File: config.mk
export PLATFORM = sky130hd
export DESIGN_NAME = frame_sequencer
export DESIGN_NICKNAME = d
export VERILOG_FILES = /design/src/rtl/frame_sequencer.sv
export SDC_FILE = /design/constraint.sdc
export NUM_CORES = 1
export LEC_CHECK = 0
export CORE_ASPECT_RATIO = 1.25
export CORE_MARGIN = 5
export CORE_UTILIZATION = 43
export CTS_CLUSTER_SIZE = 20
export DETAILED_ROUTE_END_ITERATION = 10
export PLACE_DENSITY = 0.76
export SETUP_SLACK_MARGIN = 0.2
export SLEW_MARGIN = 20
export SYNTH_ARGS = -nofsm -noshare
export SYNTH_HDL_FRONTEND = slang
export SYNTH_SLANG_ARGS = --single-unit
File: constraint.sdc
create_clock -name clk_pix -period 2 [get_ports clk_pix]
set_input_delay 0.4 -clock clk_pix [delete_from_list [all_inputs] [get_ports clk_pix]]
set_output_delay 0.4 -clock clk_pix [all_outputs]
set_load 0.01 [all_outputs]
File: src/rtl/frame_sequencer.sv
// frame_sequencer: per-frame angle scheduler for the vertex stage.
// During vertical blanking it computes the next rotation angle, runs one
// vertex-setup job on vert_shader (vs_start/vs_done) and then pulses commit,
// so downstream stages only ever see a new angle between frames.
// Optional build macro FRAME_SEQ_OVERRUN_EN: a job still running at the start
// of active video is abandoned and counted on overrun_count.
//
// state     | meaning
// ----------+-------------------------------------------------------------
// WAIT_VBL  | idle; on frame_end decide whether this frame advances
// ADVANCE   | compute angle_next from angle, dir and STEP (wrapping)
// START     | vs_start pulse to vert_shader
// WAIT_DONE | wait for vs_done (or abandon at start of active video)
// COMMIT    | angle <= angle_next, commit pulse
module frame_sequencer #(
   parameter int ANGLE_MAX = 359,
   parameter int STEP      = 1,
   parameter int FRAME_DIV = 1,
   parameter int V_ACTIVE  = 480
) (
   input  logic        clk_pix,
   input  logic        rst,
   input  logic [9:0]  x,
   input  logic [9:0]  y,
   input  logic        run,
   input  logic        step,
   input  logic        dir,
   output logic [8:0]  angle_next,
   output logic [8:0]  angle,
   output logic        vs_start,
   input  logic        vs_done,
   output logic        commit,
   output logic        busy,
   output logic [15:0] frame_count
`ifdef FRAME_SEQ_OVERRUN_EN
   ,
   output logic [7:0]  overrun_count
`endif
);

   localparam int              DIV_W    = (FRAME_DIV > 1) ? $clog2(FRAME_DIV) : 1;
   localparam logic [DIV_W-1:0] DIV_LAST = DIV_W'(FRAME_DIV - 1);
   localparam logic [9:0]      STEP_W   = 10'(STEP);
   localparam logic [9:0]      MAX_W    = 10'(ANGLE_MAX);
   localparam logic [9:0]      MOD_W    = 10'(ANGLE_MAX + 1);

   typedef enum logic [2:0] {
      WAIT_VBL,
      ADVANCE,
      START,
      WAIT_DONE,
      COMMIT
   } state_t;

   state_t           state;
   state_t           state_nx;
   logic [DIV_W-1:0] divider;
   logic [DIV_W-1:0] divider_nx;
   logic             step_pending;
   logic             frame_end;
   logic [9:0]       angle_ext;
   logic [9:0]       angle_inc;
   logic [8:0]       angle_calc;
`ifdef FRAME_SEQ_OVERRUN_EN
   logic             active_start;
   logic             abandon;
`endif

   assign frame_end = (x == 10'd0) && (y == 10'(V_ACTIVE));
`ifdef FRAME_SEQ_OVERRUN_EN
   assign active_start = (x == 10'd0) && (y == 10'd0);
`endif

   assign angle_ext = {1'b0, angle};
   assign angle_inc = angle_ext + STEP_W;

   // wrapped candidate angle; 10-bit intermediates so nothing is lost before the wrap
   always_comb begin
      angle_calc = angle;
      if (!dir) begin
         if (angle_inc > MAX_W)
            angle_calc = 9'(angle_inc - MOD_W);
         else
            angle_calc = 9'(angle_inc);
      end else begin
         if (angle_ext < STEP_W)
            angle_calc = 9'(angle_ext + MOD_W - STEP_W);
         else
            angle_calc = 9'(angle_ext - STEP_W);
      end
   end

   // next-state and frame divider decode
   always_comb begin
      state_nx   = state;
      divider_nx = divider;
`ifdef FRAME_SEQ_OVERRUN_EN
      abandon    = 1'b0;
`endif
      case (state)
         WAIT_VBL: begin
            if (frame_end) begin
               if (run) begin
                  if (divider == DIV_LAST) begin
                     divider_nx = '0;
                     state_nx   = ADVANCE;
                  end else begin
                     divider_nx = divider + 1'b1;
                  end
               end else if (step_pending) begin
                  state_nx = ADVANCE;
               end
            end
         end
         ADVANCE:   state_nx = START;
         START:     state_nx = WAIT_DONE;
         WAIT_DONE: begin
            // a done arriving together with start of video still counts as done
            if (vs_done) begin
               state_nx = COMMIT;
            end
`ifdef FRAME_SEQ_OVERRUN_EN
            else if (active_start) begin
               state_nx = WAIT_VBL;
               abandon  = 1'b1;
            end
`endif
         end
         COMMIT:    state_nx = WAIT_VBL;
         default:   state_nx = WAIT_VBL;
      endcase
   end

   assign vs_start = (state == START);
   assign commit   = (state == COMMIT);
   assign busy     = (state != WAIT_VBL);

   // state register and divider
   always_ff @(posedge clk_pix) begin
      if (rst) begin
         state   <= WAIT_VBL;
         divider <= '0;
      end else begin
         state   <= state_nx;
         divider <= divider_nx;
      end
   end

   // single-step request, held until the advance that consumes it
   always_ff @(posedge clk_pix) begin
      if (rst)
         step_pending <= 1'b0;
      else if (state == ADVANCE)
         step_pending <= 1'b0;
      else if (step && !run)
         step_pending <= 1'b1;
   end

   // candidate and committed angle
   always_ff @(posedge clk_pix) begin
      if (rst) begin
         angle_next <= '0;
         angle      <= '0;
      end else begin
         if (state == ADVANCE)
            angle_next <= angle_calc;
         if (state == COMMIT)
            angle <= angle_next;
`ifdef FRAME_SEQ_OVERRUN_EN
         if (abandon)
            angle_next <= angle;
`endif
      end
   end

   // frames since reset, counted regardless of state
   always_ff @(posedge clk_pix) begin
      if (rst)
         frame_count <= '0;
      else if (frame_end)
         frame_count <= frame_count + 16'd1;
   end

`ifdef FRAME_SEQ_OVERRUN_EN
   // abandoned jobs, saturating
   always_ff @(posedge clk_pix) begin
      if (rst)
         overrun_count <= '0;
      else if (abandon && (overrun_count != 8'hff))
         overrun_count <= overrun_count + 8'd1;
   end
`endif

endmodule

==> results of run 1 <==
[worst max path at each step]
stage,start,to,slack (ns),cells after the start
3_3_place_gp,y[0],frame_count[9],-0.38,7
5_1_grt,angle[0],angle_next[4],-0.04,8
3_5_place_dp,x[6],frame_count[11],-0.45,7
4_1_cts,angle[0],angle_next[4],0.07,7
2_1_floorplan,angle[1],angle_next[4],0.03,7
6_report,angle[0],angle_next[4],0.04,8
[stage by stage]
step	utilization (%)	TNS [ns]	total power [W]	worst slack, ns	area, µm²
finish	68.67	0	0.001333	0.04040	3438
global route	68.67	-0.09696	0.001392	-0.03999	3438
CTS	65.49	0	0.001347	0.07091	3279
detailed placement	62.02	-5.845	0.0008596	-0.4451	3105
global placement	62.02	-5.251	0.0008583	-0.3788	3105
floorplan	-	0	0.0007991	0.02512	2258
[worst min-delay path: cells and delay by family (launching register included)]
family	cells	cell delay, ns
simple gates	1	0.06
flops	1	0.32
compound gates	1	0.05
[timing repair]
action / in CTS / in global routing
setup endpoints to repair: 29 / 20
gates cloned: 0 / 0
buffers inserted: 3 / 3
pin swaps: 15 / 17
resized for setup: 66 / 33
[report_power, final]
part           switching (W)  internal (W)  total (W)
registers        0.000000756      0.000755   0.000756
clock network       0.000258      0.000240   0.000498
logic              0.0000327     0.0000465  0.0000793
total               0.000292       0.00104    0.00133
[metal layers]
metal | global-route usage [%] | part of all wire (%) | vias to the layer above | wire, µm
met2 | 38.23 | 54 | 67 | 3656
met5 | 0 | 0 | - | 0
met3 | 4.677 | 4.3 | 17 | 291
li1 | - | - | 1124 | -
met4 | 8.731 | 2.6 | 0 | 179
met1 | 22.86 | 39 | 1110 | 2635
[sequential cells by signal (all words and copies together) (netlist names)]
signal,cells
angle,9
angle_next,9
frame_count,16
state,3
step_pending,1
[final cells by class]
cell class | instances | area [µm²] | area share [%]
Tap cell | 62 | 77.57 | 2.256
Timing Repair Buffer | 99 | 913.4 | 26.56
Inverter | 7 | 26.28 | 0.7642
Clock buffer | 7 | 76.32 | 2.220
Multi-Input combinational cell | 207 | 1568 | 45.60
Sequential cell | 38 | 777.0 | 22.60
[logic make-up (layout without fill, tap and decap cells)]
kind of cell / Yosys count / in the layout
xor+xnor: 24 / 24
flops: 38 / 38
fa+ha+maj: 4 / 4
buf+inv: 24 / 113
mux: 6 / 6
simple gates: 128 / 128
compound gates: 45 / 45
[placed cells by master (no fill, tap or decap), types with 4 or more instances in the layout]
master and instances:
a21oi_1 13, a21oi_2 4, buf_2 5, buf_4 27, buf_6 12, clkbuf_8 5
clkdlybuf4s15_1 4, clkdlybuf4s50_1 39, dfxtp_1 29, dfxtp_2 7, dlygate4sd2_1 8, dlymetal6s2s_1 4
inv_1 5, mux2i_1 4, nand2_1 34, nand3_1 7, nor2_1 29, nor3_1 7
or3_1 4, xnor2_1 14, xor2_1 8
==> out/summary.txt, run 1 <==
PortBufs - 62
Dpl cells - 407
RSZ-0062 raised after global routing - true
Core Region - 5007 µm²
Synth top cells by count - dfxtp_1 (38), nand2_1 (35), nor2_1 (32)
Synth cell types - 59
Crit Path Category - flip-flop to flip-flop
Gr usage total - 20.85%
Synth-to-Final Area Change - 57.48%
Nets - 388
Crit path max-delay family - compound AO/OA/AOI/OAI gates
Slew @ Worst Pin - 0.5028 ns
Number of flops mapped to enable cells by yosys - 0
Iter 0 DRT Violations - 146
Relative slew slack - 66.38%
H-tree levels - 2
Slowest cell on crit path - o31a_1
Crit-path max cell delay - 0.38 ns
Final hold vios - 0
CTS Sinks - 38
# IOs - 63
Avg Cell Area, Syn - 8.117 µm²
Dominant cell type by area after synthesis - dfxtp_1
DR vias - 2,318
DIE AREA - 6612 µm²
Worst VDD drop - 272.4 µV
Worst path most repeated cell - o31a_1
ANT cells - 0
Vias/cell - 5.519
Max Slew Vio Count - 0
Fmax - 510.3 MHz
Gate Count Post-Synth - 269
Hold crit path type - flip-flop to flip-flop
DP HPWL - 4635 µm
Reg2reg end - angle_next[4]
Cell Count, Final, Fillers Out - 420
Worst-case reg-to-reg path depth - 8
CTS tree - built
Power per Cell Area - 387.7 nW/µm²
Clock buffer depth - 2
Post-Route WL - 6762 µm
Starting density of the core - 43.60%
Status - completed
Total of max-cap violations - 0
Reg-to-Reg Start - angle[0]
Largest family of logic cells by synthesized area - simple AND/OR/NAND/NOR gates
First-pass iteration count of the detailed router - 4
# rows - 29
Clock latency on the worst-skew pair - 0.29 ns
Hold buffers post-CTS - 0
Routed Antenna Nets - 0
Crit. End Element - flip-flop
Largest net degree at the start of global routing - 20
Post-synthesis sequential area ratio - 34.84%
Share of cells above drive strength 1 - 29.33%
Post-synthesis xor/xnor area fraction - 9.628%
Hold wc startpoint - angle_next[2]
DRC Markers - 0
Initial antenna violation count - 0
FF-to-FF setup slack - 0.04 ns
Die extent in y - 89.67 µm
Cts bufs inserted - 5
Mux cell area share after synthesis - 2.865%
Post-synth top area share - 34.84%
Fillers - 391
Post-Synth Simple-Gate Area - 31.06%
Clock slew at reported path FFs - 0.07 ns
Hold endpoint - angle[2]
Buf/Inv on CP - 1
Compound-Gate Fraction of Synth Area - 14.56%
Gp weighted congestion - 0.8685
Synth Cell Area - 2183 µm²
Hold Path Cell Cnt - 2
Predominant post-synthesis flop cell - dfxtp_1
First-pass GRT wire length - 10,750 µm
Total grt overflow - 0
Top-count cell post-synth - dfxtp_1
Root buf cell - clkbuf_8
Syn Nets - 299
Drt wl/cell - 16.10 µm
Post-synth ARST share - 0%
Die width - 73.74 µm
Critical path cell sequence - ha_4 > buf_4 > nand2b_1 > a31oi_2 > a21oi_2 > o31a_1 > mux2i_1 > o31a_1
Final setup fails - 0
Clock skew - 0.009455 ns
Yosys warnings - 0
Data required, critical path - 2.18 ns
Register bit total from synthesis - 38
Max FO, Critical Path - 6
Vias in the first global route - 2,312
Most area-consuming cells after synthesis - dfxtp_1 (35%), nand2_1 (6.0%), xnor2_1 (5.6%), nor2_1 (5.5%), xor2_1 (4.0%)
Crit share post-route - 97.98%
Leak - 1.372 nW
Critical path data arrival time - 2.14 ns
Hold WS - 0.4592 ns
Type of origin of the critical path - flip-flop
Adder-cell share of the synthesized area - 2.292%
Fin crit period - 1.960 ns
Power figures use the tool's default switching activity.
==> inputs of run 2 (changes only) <==
--- a/config.mk
+++ b/config.mk
@@ -5,11 +5,13 @@
 export SDC_FILE = /design/constraint.sdc
 export NUM_CORES = 1
 export LEC_CHECK = 0
+export CAP_MARGIN = 20
 export CORE_ASPECT_RATIO = 1.25
 export CORE_MARGIN = 5
 export CORE_UTILIZATION = 43
 export CTS_CLUSTER_SIZE = 20
 export DETAILED_ROUTE_END_ITERATION = 10
+export MAX_ROUTING_LAYER = met4
 export PLACE_DENSITY = 0.76
 export SETUP_SLACK_MARGIN = 0.2
 export SLEW_MARGIN = 20
==> out/summary.txt, run 2 (synthesized netlist as in run 1, its figures left out) <==
Status - completed (unchanged)
Biggest register - frame_count (unchanged)
CTS tree - built (unchanged)
Final core occ - 68.82% (was 68.67%)
DRC Markers - 0 (unchanged)
ANT cells - 0 (unchanged)
Biggest regs - frame_count x16, angle x9, angle_next x9 (unchanged)
First-pass iteration count of the detailed router - 4 (unchanged)
PortBufs - 62 (unchanged)
Vias/cell - 5.540 (was 5.519)
Hold endpoint - angle[2] (unchanged)
Clock buffer depth - 2 (unchanged)
Fmax - 511.9 MHz (was 510.3 MHz)
Flip-flop count of the largest register after layout - 16 (unchanged)
Gr usage total - 21.47% (was 20.85%)
Data required, critical path - 2.18 ns (about the same)
Die extent in y - 89.67 µm (unchanged)
Power per Cell Area - 386.2 nW/µm² (was 387.7 nW/µm²)
Vias in the first global route - 2,308 (was 2,312)
Nets - 388 (unchanged)
Crit. End Element - flip-flop (unchanged)
H-tree levels - 2 (unchanged)
First-pass GRT wire length - 10,750 µm (unchanged)
Starting density of the core - 43.60% (unchanged)
Reg2reg end - angle_next[4] (unchanged)
Hold crit path type - flip-flop to flip-flop (unchanged)
Synth-to-Final Area Change - 57.82% (was 57.48%)
Worst VDD drop - 270.5 µV (was 272.4 µV)
Crit Path Category - flip-flop to flip-flop (unchanged)
Clock skew - 0.009348 ns (was 0.009455 ns)
Commonest non-fill, non-tap cell in the layout - clkdlybuf4s50_1 (unchanged)
Clock slew at reported path FFs - 0.07 ns (about the same)
Total of max-cap violations - 0 (unchanged)
DP HPWL - 4635 µm (unchanged)
Drt wl/cell - 16.20 µm (was 16.10 µm)
Gp weighted congestion - 0.8827 (was 0.8685)
Hold wc startpoint - angle_next[2] (unchanged)
# IOs - 63 (unchanged)
Critical path data arrival time - 2.14 ns (about the same)
# rows - 29 (unchanged)
RSZ-0062 raised after global routing - true (unchanged)
DIE AREA - 6612 µm² (unchanged)
Final hold vios - 0 (unchanged)
Type of origin of the critical path - flip-flop (unchanged)
Routed Antenna Nets - 0 (unchanged)
Largest net degree at the start of global routing - 20 (unchanged)
Leak - 1.373 nW (was 1.372 nW)
Reg-to-Reg Start - angle[0] (unchanged)
Final setup fails - 0 (unchanged)
DP Worst Slack - -0.4451 ns (unchanged)
Max FO, Critical Path - 6 (unchanged)
Initial antenna violation count - 0 (unchanged)
Share of cells above drive strength 1 - 29.61% (was 29.33%)
Post-Route WL - 6806 µm (was 6762 µm)
Crit share post-route - 97.68% (was 97.98%)
Core Region - 5007 µm² (unchanged)
Total grt overflow - 0 (unchanged)
Relative slew slack - 66.72% (was 66.38%)
DR vias - 2,327 (was 2,318)
Iter 0 DRT Violations - 134 (was 146)
CTS Sinks - 38 (unchanged)
Slew @ Worst Pin - 0.4978 ns (was 0.5028 ns)
Cts bufs inserted - 5 (unchanged)
Clock latency on the worst-skew pair - 0.29 ns (about the same)
Commonest non-fill, non-tap cells in the layout - clkdlybuf4s50_1 (39), nand2_1 (34), nor2_1 (29), dfxtp_1 (29), buf_4 (27) (unchanged)
Die width - 73.74 µm (unchanged)
Final worst slack - 0.04633 ns (was 0.04040 ns)
Fin crit period - 1.954 ns (was 1.960 ns)
Hold Path Cell Cnt - 2 (unchanged)
Crit path launch - angle[0] (unchanged)
FF-to-FF setup slack - 0.05 ns (was 0.04 ns)
Root buf cell - clkbuf_8 (unchanged)
Max Slew Vio Count - 0 (unchanged)
Hold buffers post-CTS - 0 (unchanged)
Worst-case reg-to-reg path depth - 8 (unchanged)
## run 2: worst max path at each step
stage / slack, ns / to
after floorplan: 0.03 / angle_next[4]
after global placement: -0.38 / frame_count[9]
after detailed placement: -0.45 / frame_count[11]
after CTS: 0.07 / angle_next[4]
after global routing: -0.05 / angle_next[4]
final: 0.05 / angle_next[4]
## run 2: stage by stage
stage               std cells  instance area (µm²)  setup TNS, ns  hold slack (ns)   power, W
floorplan                 269                 2258              0           0.4780  0.0007991
global placement          407                 3105         -5.251           0.4542  0.0008583
detailed placement        407                 3105         -5.845           0.4633  0.0008596
CTS                       417                 3279              0           0.4649   0.001347
global route              420                 3446        -0.1052           0.4837   0.001392
finish                    420                 3446              0           0.4594   0.001331
## run 2: layout make-up
class                   count  area, µm²
multi-input cells         207       1575
fillers                   389       1562
repair buffers             99      913.4
flip-flops and latches     38      777.0
well taps                  62      77.57
clock buffers               7      76.32
inverters                   7      26.28
## run 2: worst max-delay path, stage by stage, from the launching register on
cell	delay, ns
dfxtp_2	0.35
ha_4	0.14
buf_4	0.13
nand2b_1	0.10
a31oi_2	0.25
a21oi_2	0.11
o31a_1	0.38
mux2i_1	0.14
o31a_1	0.24
## run 2: report_power, final
part / internal (W) / switching (W)
Sequential: 0.000755 / 0.000000760
Combinational: 0.0000465 / 0.0000332
Clock: 0.000240 / 0.000255
## run 2: repair_timing
item                                    in CTS  in global routing
gates resized for setup                     66                 34
setup buffers                                3                  3
pin swaps                                   15                 17
endpoints found under the setup margin      29                 20
## run 2: routing by layer
metal | GRT usage (%) | vias up | routed length, µm
met2 | 38.15 | 67 | 3676
met4 | 8.731 | 0 | 186
li1 | - | 1123 | -
met1 | 23.20 | 1121 | 2693
met5 | - | - | 0
met3 | 4.232 | 16 | 250
==> inputs of run 3 (changes only) <==
--- a/config.mk
+++ b/config.mk
@@ -7,7 +7,7 @@
 export LEC_CHECK = 0
 export CAP_MARGIN = 20
 export CORE_ASPECT_RATIO = 1.25
-export CORE_MARGIN = 5
+export CORE_MARGIN = 3
 export CORE_UTILIZATION = 43
 export CTS_CLUSTER_SIZE = 20
 export DETAILED_ROUTE_END_ITERATION = 10
==> out/summary.txt, run 3 (synthesized netlist as in run 1, its figures left out) <==
Status - completed (unchanged)
Die extent in y - 85.67 µm (was 89.67 µm)
PortBufs - 62 (unchanged)
Gr usage total - 21.57% (was 21.47%)
Cts bufs inserted - 5 (unchanged)
First-pass iteration count of the detailed router - 4 (unchanged)
Initial antenna violation count - 0 (unchanged)
Clock skew - 0.009766 ns (was 0.009348 ns)
Data required, critical path - 2.18 ns (about the same)
Crit share post-route - 95.58% (was 97.68%)
Final core occ - 69.85% (was 68.82%)
Type of origin of the critical path - flip-flop (unchanged)
Clock latency on the worst-skew pair - 0.29 ns (about the same)
Placed instance area - 3103 µm² (was 3105 µm²)
P_int - 0.001048 W (was 0.001041 W)
Final hold vios - 0 (unchanged)
Routed Antenna Nets - 0 (unchanged)
Commonest non-fill, non-tap cell in the layout - clkdlybuf4s50_1 (unchanged)
H-tree levels - 2 (unchanged)
Leak - 1.331 nW (was 1.373 nW)
Crit Path Category - flip-flop to flip-flop (unchanged)
# rows - 28 (was 29)
Clk network pwr share - 38.2% (was 37.2%)
ANT cells - 0 (unchanged)
CTS Sinks - 38 (unchanged)
Crit. End Element - flip-flop (unchanged)
Switching share of power - 22.17% (was 21.75%)
Starting density of the core - 45.16% (was 43.60%)
Flop pwr share - 56.1% (was 56.8%)
RSZ-0062 raised after global routing - true (unchanged)
Total power - 0.001346 W (was 0.001331 W)
Die width - 69.74 µm (was 73.74 µm)
Core Region - 4835 µm² (was 5007 µm²)
# IOs - 63 (unchanged)
Vias in the first global route - 2,272 (was 2,308)
Max FO, Critical Path - 4 (was 6)
Slew @ Worst Pin - 0.5357 ns (was 0.4978 ns)
Critical path cell sequence - ha_4 > nand2_2 > or3_4 > xor2_2 > buf_4 > nor3b_1 > o21bai_1 > a211o_1 (was ha_4 > buf_4 > nand2b_1 > a31oi_2 > a21oi_2 > o31a_1 > mux2i_1 > o31a_1)
Synth-to-Final Area Change - 54.67% (was 57.82%)
Clock slew at reported path FFs - 0.08 ns (was 0.07 ns)
Biggest register - frame_count (unchanged)
Fillers - 388 (was 389)
Fmax - 523.1 MHz (was 511.9 MHz)
Nets - 389 (was 388)
Max Slew Vio Count - 0 (unchanged)
Footprint of the multi-input gates - 1524 µm² (was 1575 µm²)
First-pass GRT wire length - 10,280 µm (was 10,750 µm)
Fin crit period - 1.912 ns (was 1.954 ns)
CTS tree - built (unchanged)
Hold crit path type - flip-flop to flip-flop (unchanged)
DP HPWL - 4482 µm (was 4635 µm)
Largest net degree at the start of global routing - 17 (was 20)
Hold buffers post-CTS - 0 (unchanged)
Share of cells above drive strength 1 - 27.78% (was 29.61%)
Drt wl/cell - 15.16 µm (was 16.20 µm)
Iter 0 DRT Violations - 118 (was 134)
DP Worst Slack - -0.4259 ns (was -0.4451 ns)
DR vias - 2,303 (was 2,327)
Commonest non-fill, non-tap cells in the layout - clkdlybuf4s50_1 (39), buf_4 (35), nand2_1 (33) (was clkdlybuf4s50_1 (39), nand2_1 (34), nor2_1 (29), dfxtp_1 (29), buf_4 (27))
Flip-flop count of the largest register after layout - 16 (unchanged)
Total of max-cap violations - 0 (unchanged)
Root buf cell - clkbuf_8 (unchanged)
Final worst slack - 0.08835 ns (was 0.04633 ns)
Relative slew slack - 64.03% (was 66.72%)
Critical path data arrival time - 2.09 ns (was 2.14 ns)
Final setup fails - 0 (unchanged)
Biggest regs - frame_count x16, angle x9, angle_next x9 (unchanged)
DRC Markers - 0 (unchanged)
Vias/cell - 5.483 (was 5.540)
Gp weighted congestion - 0.9220 (was 0.8827)
Register Area - 779.5 µm² (was 777.0 µm²)
Clock buffer depth - 2 (unchanged)
DIE AREA - 5974 µm² (was 6612 µm²)
Total grt overflow - 0 (unchanged)
Power per Cell Area - 398.6 nW/µm² (was 386.2 nW/µm²)
Crit-path max cell delay - 0.39 ns (was 0.38 ns)
Design area - 3377 µm² (was 3446 µm²)
Worst VDD drop - 406.1 µV (was 270.5 µV)
Setup TNS - 0 ns (unchanged)
Comb pwr share - 5.7% (was 6.0%)
Post-Route WL - 6368 µm (was 6806 µm)
Slowest cell on crit path - or3_4 (was o31a_1)
Switching pwr - 0.0002985 W (was 0.0002895 W)
-- run 3: final cells by class --
cell class / count / share of cell area (%)
inverters: 7 / 0.7781
well taps: 60 / 2.223
flip-flops and latches: 38 / 23.08
repair buffers: 100 / 26.42
clock buffers: 8 / 2.371
multi-input cells: 207 / 45.13
-- run 3: metrics by stage --
step	hold WS, ns	std cells
2_1_floorplan	0.4780	269
3_3_place_gp	0.4462	405
3_5_place_dp	0.4649	405
4_1_cts	0.4617	416
5_1_grt	0.4894	420
6_report	0.4607	420
-- run 3: path summary, 6_finish.rpt --
path	from	cells after the start	endpoint	slack [ns]
max	angle[1]	8	angle_next[6]	0.09
min reg2reg	angle_next[1]	2	angle[1]	0.46
max reg2reg	angle[1]	8	angle_next[6]	0.09
min	angle_next[1]	2	angle[1]	0.46
-- run 3: power by group through the flow --
stage / combinational [W] / clock (W) / sequential (W)
after floorplan: 0.0000248 / 0 / 0.000774
after global placement: 0.0000840 / 0 / 0.000774
after detailed placement: 0.0000852 / 0 / 0.000774
after CTS: 0.0000754 / 0.000525 / 0.000757
after global routing: 0.0000814 / 0.000558 / 0.000755
final: 0.0000763 / 0.000515 / 0.000755
-- run 3: worst max-delay path, delay by kind of cell (launching register included) --
family | cells | cell delay (ns)
adders and majority gates | 1 | 0.13
AOI/OAI and AO/OA | 2 | 0.41
xor gates and xnor gates | 1 | 0.16
and+or+nand+nor | 3 | 0.57
DFF | 1 | 0.36
buffers and inverters | 1 | 0.16
-- run 3: layer usage --
layer	wire, µm	share of wire [%]	GRT usage, %	vias to the layer above
met1	2612	41	23.77	1085
met2	3321	52	37.41	71
li1	-	-	-	1130
met4	192	3.0	10.28	0
met3	241	3.8	4.220	17
met5	0	0	-	-
-- run 3: what timing repair did --
item / in CTS / in global routing
buffers inserted: 3 / 4
pin swaps: 21 / 6
resized for setup: 62 / 24
endpoints found under the setup margin: 29 / 20
